==> src/rtl/fb_rxstatem_param.sv <==
// Receive-side frame state machine for the FreeDM nibble bus: preamble/SOC detection,
// multi-beat payload byte counting and CRC beat counting. Optional macro FB_RXSM_DROP_EN adds DROP.
module fb_rxstatem_param #(
  parameter int unsigned DW        = 4,
  parameter int unsigned BEATS     = 2,
  parameter int unsigned NUM_TYPES = 4,
  parameter logic [DW-1:0] PRE_CODE = 4'h5,
  parameter logic [NUM_TYPES*DW-1:0] SOC_CODES = {4'h7, 4'h9, 4'hB, 4'hD},
  parameter int unsigned CNT_W     = 8,
  parameter int unsigned CRC_BEATS = 8,
  parameter int unsigned MAX_BYTES = 200,
  localparam int unsigned BW = (BEATS > 1) ? $clog2(BEATS) : 1
) (
  input  logic                       MRxClk,
  input  logic                       Reset,
  input  logic                       MRxDV,
  input  logic [DW-1:0]              MRxD,
  input  logic [NUM_TYPES*CNT_W-1:0] TypeLen,
  input  logic                       FrameEnd,
  output logic                       StateIdle,
  output logic                       StateFFS,
  output logic                       StatePreamble,
  output logic                       StatePayload,
  output logic                       StateFrmCrc,
  output logic                       StateDrop,
  output logic [BW-1:0]              BeatCnt,
  output logic [NUM_TYPES-1:0]       FrameType,
  output logic [CNT_W-1:0]           ByteCnt,
  output logic                       FrameDone,
  output logic                       FrameAbort
);

  localparam int unsigned CW = (CRC_BEATS > 1) ? $clog2(CRC_BEATS) : 1;

  if (MAX_BYTES >= (1 << CNT_W)) begin : g_max_bytes_check
    $error("MAX_BYTES must be below 2**CNT_W");
  end

  typedef enum logic [2:0] {S_IDLE, S_FFS, S_PRE, S_PAY, S_CRC, S_DROP} state_t;

  state_t               state, stateNxt;
  logic [CW-1:0]        crcCnt, crcCntNxt;
  logic [BW-1:0]        beatNxt;
  logic [CNT_W-1:0]     byteNxt, curLen;
  logic [CNT_W:0]       byteInc;
  logic [NUM_TYPES-1:0] typeNxt, socType;
  logic                 socHit, isPre, beatLast, crcLast, lenHit, varEnd, dropHit;
  logic                 doneNxt, abortNxt;

  // SOC decode; descending scan so the lowest matching type wins
  always_comb begin
    socHit  = 1'b0;
    socType = '0;
    for (int k = int'(NUM_TYPES) - 1; k >= 0; k--) begin
      if (MRxD == SOC_CODES[k*DW +: DW]) begin
        socHit     = 1'b1;
        socType    = '0;
        socType[k] = 1'b1;
      end
    end
  end

  // Length of the latched frame type
  always_comb begin
    curLen = '0;
    for (int k = 0; k < int'(NUM_TYPES); k++) begin
      if (FrameType[k]) curLen |= TypeLen[k*CNT_W +: CNT_W];
    end
  end

  assign isPre    = (MRxD == PRE_CODE);
  assign beatLast = (BeatCnt == BW'(BEATS - 1));
  assign crcLast  = (crcCnt == CW'(CRC_BEATS - 1));
  assign byteInc  = {1'b0, ByteCnt} + (CNT_W+1)'(1);
  assign lenHit   = (curLen != '0) && (byteInc == {1'b0, curLen});
  assign varEnd   = (curLen == '0) && FrameEnd;
`ifdef FB_RXSM_DROP_EN
  assign dropHit  = (curLen == '0) && !FrameEnd && (byteInc == (CNT_W+1)'(MAX_BYTES));
`else
  assign dropHit  = 1'b0;
`endif

  always_ff @(posedge MRxClk) begin
    if (Reset) state <= S_IDLE;
    else       state <= stateNxt;
  end

  always_comb begin
    stateNxt = state;
    unique case (state)
      S_IDLE:  if (MRxDV) stateNxt = isPre ? S_PRE : S_FFS;
      S_FFS:   if (!MRxDV) stateNxt = S_IDLE;
               else if (isPre) stateNxt = S_PRE;
      S_PRE:   if (!MRxDV) stateNxt = S_IDLE;
               else if (isPre) stateNxt = S_PRE;
               else if (socHit) stateNxt = S_PAY;
               else stateNxt = S_FFS;
      S_PAY:   if (!MRxDV) stateNxt = S_IDLE;
               else if (beatLast) begin
                 if (lenHit || varEnd) stateNxt = S_CRC;
                 else if (dropHit)     stateNxt = S_DROP;
               end
      S_CRC:   if (!MRxDV || crcLast) stateNxt = S_IDLE;
      S_DROP:  if (!MRxDV) stateNxt = S_IDLE;
      default: stateNxt = S_IDLE;
    endcase
  end

  // Counter, type and pulse next values
  always_comb begin
    beatNxt   = BeatCnt;
    byteNxt   = ByteCnt;
    typeNxt   = FrameType;
    crcCntNxt = crcCnt;
    doneNxt   = 1'b0;
    abortNxt  = 1'b0;
    unique case (state)
      S_PRE: if (MRxDV && !isPre && socHit) begin
        typeNxt = socType;
        byteNxt = '0;
        beatNxt = '0;
      end
      S_PAY: begin
        crcCntNxt = '0;
        if (!MRxDV) abortNxt = 1'b1;
        else begin
          beatNxt = beatLast ? '0 : BeatCnt + BW'(1);
          if (beatLast) begin
            if (!byteInc[CNT_W]) byteNxt = byteInc[CNT_W-1:0];
            if (dropHit && !(lenHit || varEnd)) abortNxt = 1'b1;
          end
        end
      end
      S_CRC: begin
        if (!MRxDV)       abortNxt  = 1'b1;
        else if (crcLast) doneNxt   = 1'b1;
        else              crcCntNxt = crcCnt + CW'(1);
      end
      default: ;
    endcase
  end

  always_ff @(posedge MRxClk) begin
    if (Reset) begin
      StateIdle     <= 1'b1;
      StateFFS      <= 1'b0;
      StatePreamble <= 1'b0;
      StatePayload  <= 1'b0;
      StateFrmCrc   <= 1'b0;
`ifdef FB_RXSM_DROP_EN
      StateDrop     <= 1'b0;
`endif
      BeatCnt       <= '0;
      ByteCnt       <= '0;
      FrameType     <= '0;
      crcCnt        <= '0;
      FrameDone     <= 1'b0;
      FrameAbort    <= 1'b0;
    end else begin
      StateIdle     <= (stateNxt == S_IDLE);
      StateFFS      <= (stateNxt == S_FFS);
      StatePreamble <= (stateNxt == S_PRE);
      StatePayload  <= (stateNxt == S_PAY);
      StateFrmCrc   <= (stateNxt == S_CRC);
`ifdef FB_RXSM_DROP_EN
      StateDrop     <= (stateNxt == S_DROP);
`endif
      BeatCnt       <= beatNxt;
      ByteCnt       <= byteNxt;
      FrameType     <= typeNxt;
      crcCnt        <= crcCntNxt;
      FrameDone     <= doneNxt;
      FrameAbort    <= abortNxt;
    end
  end

`ifndef FB_RXSM_DROP_EN
  assign StateDrop = 1'b0;
`endif

endmodule

==> config.mk <==
export PLATFORM = sky130hd
export DESIGN_NAME = fb_rxstatem_param
export DESIGN_NICKNAME = d
export VERILOG_FILES = /design/src/rtl/fb_rxstatem_param.sv
export SDC_FILE = /design/constraint.sdc
export NUM_CORES = 1
export LEC_CHECK = 0
export BUFFER_PORTS_ARGS = -buffer_cell sky130_fd_sc_hd__buf_2
export CORE_UTILIZATION = 45
export CTS_CLUSTER_SIZE = 12
export DETAILED_ROUTE_END_ITERATION = 10
export PLACE_DENSITY = 0.76
export SETUP_SLACK_MARGIN = 0.4
export SYNTH_ARGS = -nofsm -noshare
export SYNTH_HDL_FRONTEND = slang
export SYNTH_SLANG_ARGS = --single-unit
==> constraint.sdc <==
create_clock -name MRxClk -period 2.14 [get_ports MRxClk]
set_input_delay 0.107 -clock MRxClk [delete_from_list [all_inputs] [get_ports MRxClk]]
set_output_delay 0.107 -clock MRxClk [all_outputs]
set_load 0.02 [all_outputs]
# Yosys cells after proc, flatten, opt, wreduce, memory -nomap -nowiden
# Index checks and enable logic that the tools add are counted.
[word_totals]
elab_cells = 103
ff_bits = 26
input_bits = 40
out_inout_bits = 21
[classes]
n_bitwise = 6
muxes = 39
addsub = 3
eq_ne = 22
n_reduce_logical = 21
[ops]
columns = ["cell", "n"]
rows = [
  ["$mux 8", 8],
  ["$mux 3", 10],
  ["$or 8x8->8", 3],
  ["$pmux 3 s6", 1],
  ["$mux 4", 4],
  ["$pmux 8 s2", 1],
  ["$eq 3x2->1 const B", 4],
  ["$eq 3x3->1 const B", 4],
  ["$eq 4x4->1 const B", 3],
  ["$ne 2x2->1 const B", 6],
  ["$add 8x1->9 const B", 1],
  ["$eq 9x8->1", 1],
  ["$mux 1", 9],
  ["$eq 4x3->1 const B", 2],
  ["$logic_not 8->1", 1],
  ["$mux 2", 4],
  ["$reduce_bool 8->1", 1],
  ["$eq 3x1->1 const B", 2],
  ["$logic_not 3->1", 2],
  ["$pmux 3 s2", 1],
  ["$reduce_and 3->1", 2],
  ["$reduce_and 5->1", 1],
  ["$logic_and 1x1->1", 4],
  ["$reduce_bool 2->1", 2],
  ["9 further kinds", 14],
]

# Longest topological paths before layout
# Gate-level depths: netlist (run 1).
[depth]
ltp_word = 15
mapped_depth = 8
ltp_nobuf = 8

# Least setup slack after synthesis (run 1)
# OpenSTA, ideal clock, no wires.
[synth_timing]
kind = "register to register"
start = "register ByteCnt[0]"
end = "register state[1]"
stages_incl_launch_ff = 9
setup_slack_ns = -0.058
arrival_time_ns = 2.069
n_path_buf = 0
required_time_ns = 2.011
cell_sequence = "dfxtp_1 -> ha_1 -> nand3_1 -> xnor2_1 -> xnor2_1 -> nand3_1 -> o41ai_2 -> a2111oi_2 -> o21bai_1"
[synth_via]
elab_chain_cells = 8
[synth_lines]
columns = ["item", "line", "source"]
rows = [
  ["start: declaration", "28", "output logic [CNT_W-1:0] ByteCnt,"],
  ["start signal: assignment", "169", "ByteCnt <= byteNxt;"],
  ["$add 8x1->9", "74", "assign byteInc = {1'b0, ByteCnt} + (CNT_W+1)'(1);"],
  ["$eq 9x8->1", "75", "assign lenHit = (curLen != '0) && (byteInc == {1'b0, curLen});"],
  ["$logic_and 1x1->1", "75", ""],
  ["$logic_or 1x1->1", "-", ""],
  ["$mux 3", "100", "if (lenHit || varEnd) stateNxt = S_CRC;"],
  ["$mux 3", "99", "else if (beatLast) begin"],
  ["$mux 3", "98", "S_PAY: if (!MRxDV) stateNxt = S_IDLE;"],
  ["$pmux 3 s6", "90", "unique case (state)"],
  ["end signal: assignment", "85", "else state <= stateNxt;"],
  ["end: declaration", "41", "state_t state, stateNxt;"],
]
# No other way between the ends.
# A chain may end at the register's enable or synchronous reset.

# Worst setup path in the final report (run 1)
[layout_timing]
start = "register FrameType[1]"
end = "register state[1]"
[layout_via]
elab_chain_cells = 12
[layout_lines]
columns = ["item", "line", "source"]
rows = [
  ["start: declaration", "27", "output logic [NUM_TYPES-1:0] FrameType,"],
  ["start signal: assignment", "170", "FrameType <= typeNxt;"],
  ["$mux 8 (*)", "67", "if (FrameType[k]) curLen |= TypeLen[k*CNT_W +: CNT_W];"],
  ["$or 8x8->8", "67", ""],
  ["$mux 8 (*)", "67", ""],
  ["$or 8x8->8", "67", ""],
  ["$mux 8 (*)", "67", ""],
  ["$eq 9x8->1 (tied with other cells)", "75", ""],
  ["$logic_and 1x1->1, on equally long branches", "75, 76", ""],
  ["$logic_or 1x1->1 (*)", "-", ""],
  ["$mux 3 (*)", "100", ""],
  ["$mux 3 (*)", "99", ""],
  ["$mux 3 (*)", "98", ""],
  ["$pmux 3 s6 (*)", "90", ""],
]
# Mark *: on every way between the ends. The rest lies on a longest branch, timed or not.

==> results of run 1 <==
[per-layer routing]
| metal | part of all wire [%] | vias up | global-route usage [%] |
|---|---|---|---|
| li1 | - | 885 | - |
| met1 | 42 | 840 | 26.55 |
| met2 | 50 | 65 | 40.86 |
| met3 | 5.9 | 8 | 4.167 |
| met4 | 1.9 | 0 | 7.102 |
| met5 | 0 | - | 0 |
[final cells by class]
cell class	count	area [um^2]
timing repair buffer	79	460.4
fill	298	1144
inverter	6	22.52
clock buffer	3	41.29
sequential	26	541.8
multi-input combinational	164	1201
tap	46	57.56
[cells by family after synthesis]
kind of cell,synth area share (%)
xor+xnor,9.333
fa+ha+maj,2.222
mux,1.778
simple gates,26.15
buf+inv,5.629
other cells,0.2220
flops,30.81
compound gates,23.85
[synthesized netlist by cell type, types with 2 or more instances]
cell and n:
mux2i_1 3, xnor3_1 2, buf_6 4, o21ai_0 2, nand3_1 10, nand2b_1 6, clkbuf_1 2, xnor2_1 7
and2_1 3, buf_4 2, nor2_1 26, inv_1 5, ha_1 3, nor3_1 6, a21oi_1 17, a22oi_2 6
nand2_1 23, dfxtp_1 26, a31oi_1 2, a22oi_1 10, xor2_1 4, nand3b_1 3, o21ai_1 5, or3_1 2
[final timing paths]
kind                             startpoint                     end  slack, ns  depth (start not counted)
setup / recovery  FrameType[1]$_SDFFE_PP0P_     state[1]$_SDFF_PP0_     -0.003                          8
hold / removal                        MRxDV    StateIdle$_SDFF_PP1_       0.12                          2
setup reg to reg  FrameType[1]$_SDFFE_PP0P_     state[1]$_SDFF_PP0_     -0.003                          8
hold reg to reg      crcCnt[1]$_SDFFE_PP0P_  crcCnt[1]$_SDFFE_PP0P_       0.50                          2
[sequential cells by signal, indices dropped and copies added (netlist names)]
signal,cells
ByteCnt,8
StateIdle,1
state,3
StatePreamble,1
StatePayload,1
FrameAbort,1
crcCnt,3
FrameType,4
StateFFS,1
StateFrmCrc,1
BeatCnt,1
FrameDone,1
[repair_timing]
action	4_1_cts	5_1_grt
endpoints found under the setup margin	11	14
pin swaps	3	9
setup buffers	10	1
gates resized for setup	23	12
gates cloned	0	0
[report_power, final]
part / switching, mW / internal, mW / leakage, nW
clock: 0.148 / 0.126 / 0.0216
combinational: 0.0518 / 0.0427 / 0.803
sequential: 0.00285 / 0.481 / 0.215
total: 0.202 / 0.649 / 1.04
[cell usage in the layout (no fill, tap or decap), drive strengths merged, types with 5 or more instances in the layout]
master   n
nor2    26
o21ai    7
nand2b   6
nand2   24
a21oi   17
dfxtp   26
buf     79
xor2     5
inv      6
nand3   10
xnor2    7
a22oi   16
nor3     7
[critical path, delay by kind of cell, from the launching register on]
kind	cells	cell delay, ns
compound gates	4	0.54
buf+inv	1	0.14
flops	1	0.38
simple gates	3	0.96
[metrics by stage]
step / TNS, ns / instance area, um^2 / utilization [%] / cells / power [mW]
after floorplan: 0 / 1719 / - / 205 / 0.5410
after global placement: 0 / 2067 / 59.60 / 310 / 0.5911
after detailed placement: -0.01800 / 2067 / 59.60 / 310 / 0.5905
after CTS: 0 / 2266 / 65.33 / 323 / 0.8632
after global routing: -0.3709 / 2325 / 67.03 / 324 / 0.8845
final: -0.003135 / 2325 / 67.03 / 324 / 0.8518
==> metrics, run 1 <==
root buf cell clkbuf_8; Critical Path Max Stage Delay about 0.50 ns; fmax around 0.47 GHz; crit path capture type register; routed via count around 1800; synth top area cells dfxtp_1 (31%), nor2_1 (5.8%), nand2_1 (5.1%), a21oi_1 (5.0%), a22oi_1 (4.4%); vias in the first global route 1692; status complete, but fails checks; layout cells sized above 1 roughly 44%; drt initial violations 98; post-DR vias/cell between 5 and 6; post-synthesis register bit count 26; Top FF cell, synth dfxtp_1; Synthesis Warnings 0; cell row count 21; Reg clk slew, reported paths 0.09 ns; Initial Util about half; critical-path maximum fanout 6; Pwr Density 366.4 nW/um^2; Die X-Extent approximately 63 um; VDD IR max ~0.00046 V; Clock Latency Late Sink ~0.27 ns; Critical Path Source Type register; area growth from synthesis to layout 37.63%; routed len/inst approximately 14 um; Mapped Nets 248; critical path type register to register; # IOs 61; final setup vio count 1; Data arrival, critical path 2.29 ns; n_diodes 0; CTS sink cnt 26; Fin. Hold Viols 0; failing checks negative setup slack; cts hold-fix bufs 0; largest area contributor in the netlist dfxtp_1; Remaining Overflow, GRT 0; # nets final about 320; Num CTS Buffers 3; synthesized area roughly 1700 um^2; die extent in y about 63 um; crit-path cells buf_6 -> a22oi_2 -> nand2_1 -> or4_4 -> or3_4 -> o41ai_4 -> a2111oi_4 -> o21bai_1; pre-CTS WS -0.01800 ns; clock buffer depth 2; top-area cell type share of the netlist area 30.81%; hpwl dp around 3.2 mm; Cell variety after synth 50; RSZ-0062 raised after global routing true; PortBufs roughly 60; Post-synth EDFFs 0; Worst path slowest cell or4_4; GRT Total Usage a little under a quarter; DRC viols 0; core box area around 3500 um^2; ys async rst share 0%; min Tclk post-route 2.143 ns; global-route wire length before repair 7.320 mm; DRT antenna net count 0; Tcrit/Tclk final 100.1%; max cap viols 0; drt total wl 4.578 mm; Synth Instances ~210; initial antenna violation count 0; HP Class input port to register; First-pass DRT Iterations 4; largest net degree at the start of global routing 25; routability cong. about 0.85; Syn Area/Cell 8.240 um^2; H-Tree Depth 1; sequential-to-total area share from yosys stat approximately 30%; skew final between 0.003 and 0.004 ns; full die area roughly 4000 um^2; fin worst setup slack -0.003135 ns; hold slack ~0.12 ns; WP data required roughly 2.3 ns; leak pwr approximately 1.0 nW; TritonCTS clock tree built; Max Transition Viols Final 0
(Power assumes the default switching activity.)
==> run 2, diff against run 1 <==
--- a/config.mk
+++ b/config.mk
@@ -7,9 +7,10 @@
 export LEC_CHECK = 0
 export BUFFER_PORTS_ARGS = -buffer_cell sky130_fd_sc_hd__buf_2
 export CORE_UTILIZATION = 45
+export CTS_BUF_LIST = sky130_fd_sc_hd__clkbuf_8
 export CTS_CLUSTER_SIZE = 12
 export DETAILED_ROUTE_END_ITERATION = 10
-export PLACE_DENSITY = 0.76
+export PLACE_DENSITY = 0.74
 export SETUP_SLACK_MARGIN = 0.4
 export SYNTH_ARGS = -nofsm -noshare
 export SYNTH_HDL_FRONTEND = slang
==> constraint.sdc (replaced) <==
create_clock -name MRxClk -period 2.77 [get_ports MRxClk]
set_input_delay 0.1385 -clock MRxClk [delete_from_list [all_inputs] [get_ports MRxClk]]
set_output_delay 0.1385 -clock MRxClk [all_outputs]
set_load 0.02 [all_outputs]
==> run 2 against run 1 <==
Net effect: the flow now finishes without violations; non-clock buffer count decreased by 19; critical path depth fell by 1; die area is the same; cell area down 11%; largest power group unchanged; count of clock-buffer cells in the layout unchanged; clock power up 19%; final cell count decreased by 5.6%; global-route usage fell by 1.2 points; clock skew increased by 0.0031 ns; via count down 4.7%; first-iteration DRC count rose by 36%; sequential power fell by 22%.
==> metrics, run 2 (synthesis gave the netlist of run 1 again) <==
Worst path slowest cell dfxtp_1; multi-input gate area in the final layout 1096 um^2; HP Class input port to register; utilization after layout between 50% and 60%; final setup vio count 0; H-Tree Depth 1; skew final between 0.007 and 0.008 ns; Clock power frac 42.1%; DRT antenna net count 0; most frequent cells in the layout buf_2 (59), nor2_1 (25), nand2_1 (23), dfxtp_1 (20), a21oi_1 (17); n_diodes 0; Cell Count, Final, Fillers Out just over 300; # nets final slightly above 300; post-CTS setup repair buffer count 0; DRC viols 0; crit path capture type register; drt initial violations between 100 and 150; # IOs 61; Initial Util 48.70%; critical path type register to register; full die area 4002 um^2; largest net degree at the start of global routing 25; pre-CTS WS about 0.49 ns; initial antenna violation count 0; hpwl dp 3.200 mm; Reg clk slew, reported paths 0.10 ns; WP data required 2.99 ns; die extent in y around 63 um; PortBufs 59; Num CTS Buffers 3; Clock Latency Late Sink between 0.2 and 0.3 ns; global-route wire length before repair around 7 mm; GRT Total Usage 21.37%; Psw about 170 uW; Critical Path Source Type register; setup TNS 0 ns; area growth from synthesis to layout 23.04%; Die X-Extent between 60 and 70 um; min Tclk post-route roughly 2.3 ns; commonest non-fill, non-tap cell in the layout buf_2; max cap viols 0; Biggest register ByteCnt; layout cells sized above 1 33.85%; Max Transition Viols Final 0; Logic pwr share 9.0%; fin worst setup slack roughly 0.51 ns; max reg flops 8; Final Power around 770 uW; FILL cells 320; crit-path cells and4_1 -> and4_4 -> xor2_2 -> mux2i_1 -> o41ai_4 -> a2111oi_2 -> o21bai_1; family with the most delay on the worst path compound AO/OA/AOI/OAI gates; routed len/inst roughly 14 um; First-pass DRT Iterations 4; Tcrit/Tclk final between 80% and 90%; sw frac 22.26%; TritonCTS clock tree built; Inst Count DP 302; critical-path maximum fanout 5; Fin. Hold Viols 0; Pint 601.5 uW; vias in the first global route between 1500 and 2000; CTS sink cnt 26; Bufs and invs on worst path 0; fmax approximately 0.44 GHz; Flop pwr share 48.9%; routability cong. approximately 0.86; cell row count 21; RSZ-0062 raised after global routing false; root buf cell clkbuf_8; status completed; Critical Path Max Stage Delay 0.49 ns; leak pwr around 0.94 nW; Remaining Overflow, GRT 0; post-DR vias/cell around 5.6; clock buffer depth 2; routed via count approximately 1700; drt total wl around 4.3 mm; register area approximately 530 um^2; Data arrival, critical path roughly 2.5 ns; biggest registers after layout ByteCnt x8, FrameType x4; core box area between 3000 and 4000 um^2; Pwr Density approximately 370 nW/um^2; VDD IR max about 0.00023 V
run 2: final cells by class:
type / instances / share of cell area (%)
clock buffers: 3 / 1.987
clock inverters: 1 / 1.445
inverters: 6 / 1.084
multi-input cells: 164 / 52.74
flip-flops and latches: 26 / 25.41
well taps: 46 / 2.769
repair buffers: 60 / 14.57
run 2: final timing paths:
path	startpoint	to	slack [ns]	cells past startpoint
setup / recovery	ByteCnt[4]$_SDFFE_PP0P_	state[1]$_SDFF_PP0_	0.51	7
hold / removal	MRxDV	StateIdle$_SDFF_PP1_	0.14	2
setup reg to reg	ByteCnt[4]$_SDFFE_PP0P_	state[1]$_SDFF_PP0_	0.51	7
hold reg to reg	crcCnt[1]$_SDFFE_PP0P_	crcCnt[1]$_SDFFE_PP0P_	0.51	2
run 2: metrics by stage:
step,instance area (um^2),hold WS [ns]
global route,2078,0.1482
floorplan,1689,0.2216
global placement,1977,0.4239
CTS,2048,0.1365
finish,2078,0.1417
detailed placement,1977,0.4239
run 2: routing by layer:
layer | up-vias | GRT usage, % | part of all wire (%)
met5 | - | 0 | 0
met4 | 0 | 6.250 | 1.1
met3 | 8 | 5.254 | 7.7
met2 | 77 | 34.54 | 46
met1 | 788 | 28.06 | 45
li1 | 841 | - | -
run 2: what timing repair did:
| item | in CTS | in global routing |
|---|---|---|
| endpoints found under the hold margin | 0 | 0 |
| hold buffers | 0 | 0 |
| gates resized for setup | 0 | 10 |
| endpoints found under the setup margin | 0 | 5 |
run 2: power groups by stage:
stage	Clock (mW)	Sequential [mW]	Combinational [mW]
after floorplan	0	0.389	0.0272
after global placement	0	0.387	0.0683
after detailed placement	0	0.387	0.0680
after CTS	0.330	0.378	0.0685
after global routing	0.343	0.379	0.0755
final	0.326	0.378	0.0697
==> run 3, diff against run 2 <==
==> constraint.sdc (replaced) <==
create_clock -name MRxClk -period 2.3 [get_ports MRxClk]
set_input_delay 0.115 -clock MRxClk [delete_from_list [all_inputs] [get_ports MRxClk]]
set_output_delay 0.115 -clock MRxClk [all_outputs]
set_load 0.02 [all_outputs]
==> run 3 against run 2 <==
Net effect: critical path depth grew 1; clock power decreased by 10%; clock skew grew 0.0030 ns; power grew 7.3%; first-iteration DRC count down 37%; global-route usage is 0.29 points higher; worst setup slack worse by 0.36 ns; final cell count is 3.9% higher; cell area grew 7.3%; highest routed layer unchanged.
==> metrics, run 3 (synthesis gave the netlist of run 1 again) <==
status completed; sw frac a little under a quarter; Flop pwr share roughly 54%; drt total wl roughly 4.3 mm; RSZ-0062 raised after global routing true; max reg flops 8; Logic pwr share about 10%; Clock power frac a little over a third; CTS sink cnt 26; routed len/inst around 14 um; min Tclk post-route roughly 2.2 ns; global-route wire length before repair just over 7 mm; leak pwr 0.9968 nW; n_diodes 0; fmax approximately 0.46 GHz; Biggest register ByteCnt; most frequent cells in the layout buf_2 (59), nor2_1 (24), nand2_1 (22), dfxtp_1 (18), a21oi_1 (17); First-pass DRT Iterations 4; H-Tree Depth 1; Data arrival, critical path around 2.3 ns; GRT Total Usage between 20% and 30%; full die area 4002 um^2; die extent in y between 60 and 70 um; WP data required between 2 and 2.5 ns; Initial Util 48.70%; DRC viols 0; CP startpoint FrameType[1]$_SDFFE_PP0P_; Hold Startpoint MRxDV; reg2reg start FrameType[1]$_SDFFE_PP0P_; Psw approximately 190 uW; Pwr Density 372.0 nW/um^2; final setup vio count 0; cell row count 21; Critical Path Source Type register; Max Transition Viols Final 0; initial antenna violation count 0; largest net degree at the start of global routing 25; Clock Latency Late Sink approximately 0.27 ns; HP Class input port to register; area growth from synthesis to layout 32.07%; clock buffer depth 2; drt initial violations 84; vias in the first global route approximately 1600; Fin. Hold Viols 0; Die X-Extent between 60 and 70 um; hpwl dp roughly 3.2 mm; routed via count about 1700; DRT antenna net count 0; setup TNS 0 ns; biggest registers after layout ByteCnt x8, FrameType x4; hold slack 0.1379 ns; skew final ~0.010 ns; TritonCTS clock tree built; crit path capture type register; core box area ~3500 um^2; post-DR vias/cell roughly 5.5; commonest non-fill, non-tap cell in the layout buf_2; Num CTS Buffers 3; routability cong. 0.8766; # nets final around 320; Remaining Overflow, GRT 0; # IOs 61; layout cells sized above 1 41.18%; PortBufs 59; critical-path maximum fanout 6; max cap viols 0; cts hold-fix bufs 0; Pint 640.8 uW; VDD IR max approximately 0.00036 V; Reg clk slew, reported paths roughly 0.09 ns; Tcrit/Tclk final 93.56%; root buf cell clkbuf_8; critical path type register to register
-- run 3: changes by cell type in the layout (fill, tap and decap cells not counted), sizes merged --
cell    before  now
clkbuf       3    4
bufinv       1    0
buf         60   72
-- run 3: power groups by stage --
stage	clock network, mW	registers (mW)	logic (mW)
3_5_place_dp	0	0.466	0.0835
3_3_place_gp	0	0.466	0.0839
6_report	0.293	0.451	0.0856
5_1_grt	0.326	0.452	0.0952
2_1_floorplan	0	0.468	0.0350
4_1_cts	0.311	0.451	0.0842
-- run 3: what timing repair did --
item	4_1_cts	5_1_grt
gates resized for setup	9	16
hold endpoints to repair	0	0
gates cloned	0	0
setup buffers	3	5
endpoints found under the setup margin	5	11
pin swaps	2	6
-- run 3: path summary, 6_finish.rpt --
check,endpoint,slack (ns),cells past startpoint
worst min-delay path,StateIdle$_SDFF_PP1_,0.14,2
worst max register to register,state[1]$_SDFF_PP0_,0.15,8
worst min register to register,crcCnt[1]$_SDFFE_PP0P_,0.50,2
worst max-delay path,state[1]$_SDFF_PP0_,0.15,8
-- run 3: per-stage QoR --
step / instance area (um^2) / total power [mW] / setup slack (ns) / util (%) / std cells
3_5_place_dp: 2031 / 0.5498 / 0.1619 / 58.55 / 306
6_report: 2231 / 0.8299 / 0.1481 / 64.32 / 318
4_1_cts: 2138 / 0.8464 / 0.1803 / 61.65 / 313
3_3_place_gp: 2031 / 0.5501 / 0.2129 / 58.55 / 306
2_1_floorplan: 1713 / 0.5034 / 0.1891 / - / 205
5_1_grt: 2231 / 0.8728 / 0.08839 / 64.32 / 318
-- run 3: layout make-up --
cell class	instances	area [um^2]
fillers	326	1237
repair buffers	72	400.4
well taps	46	57.56
inverters	6	22.52
flip-flops and latches	26	540.5
clock buffers	4	55.05
multi-input cells	164	1155
-- run 3: worst max-delay path, cell delays in order (launching register included) --
cell	delay, ns
dfxtp_4	0.39
buf_6	0.14
a22oi_2	0.15
nand2_1	0.11
or4_4	0.50
or3_4	0.36
o41ai_4	0.09
a2111oi_4	0.13
o21bai_1	0.17
-- run 3: metal layers --
layer	global-route usage [%]	up-vias	share of wire, %
met5	0	-	0
met1	27.61	803	44
met4	5.966	0	1.7
li1	-	869	-
met2	36.42	62	47
met3	4.891	8	6.9
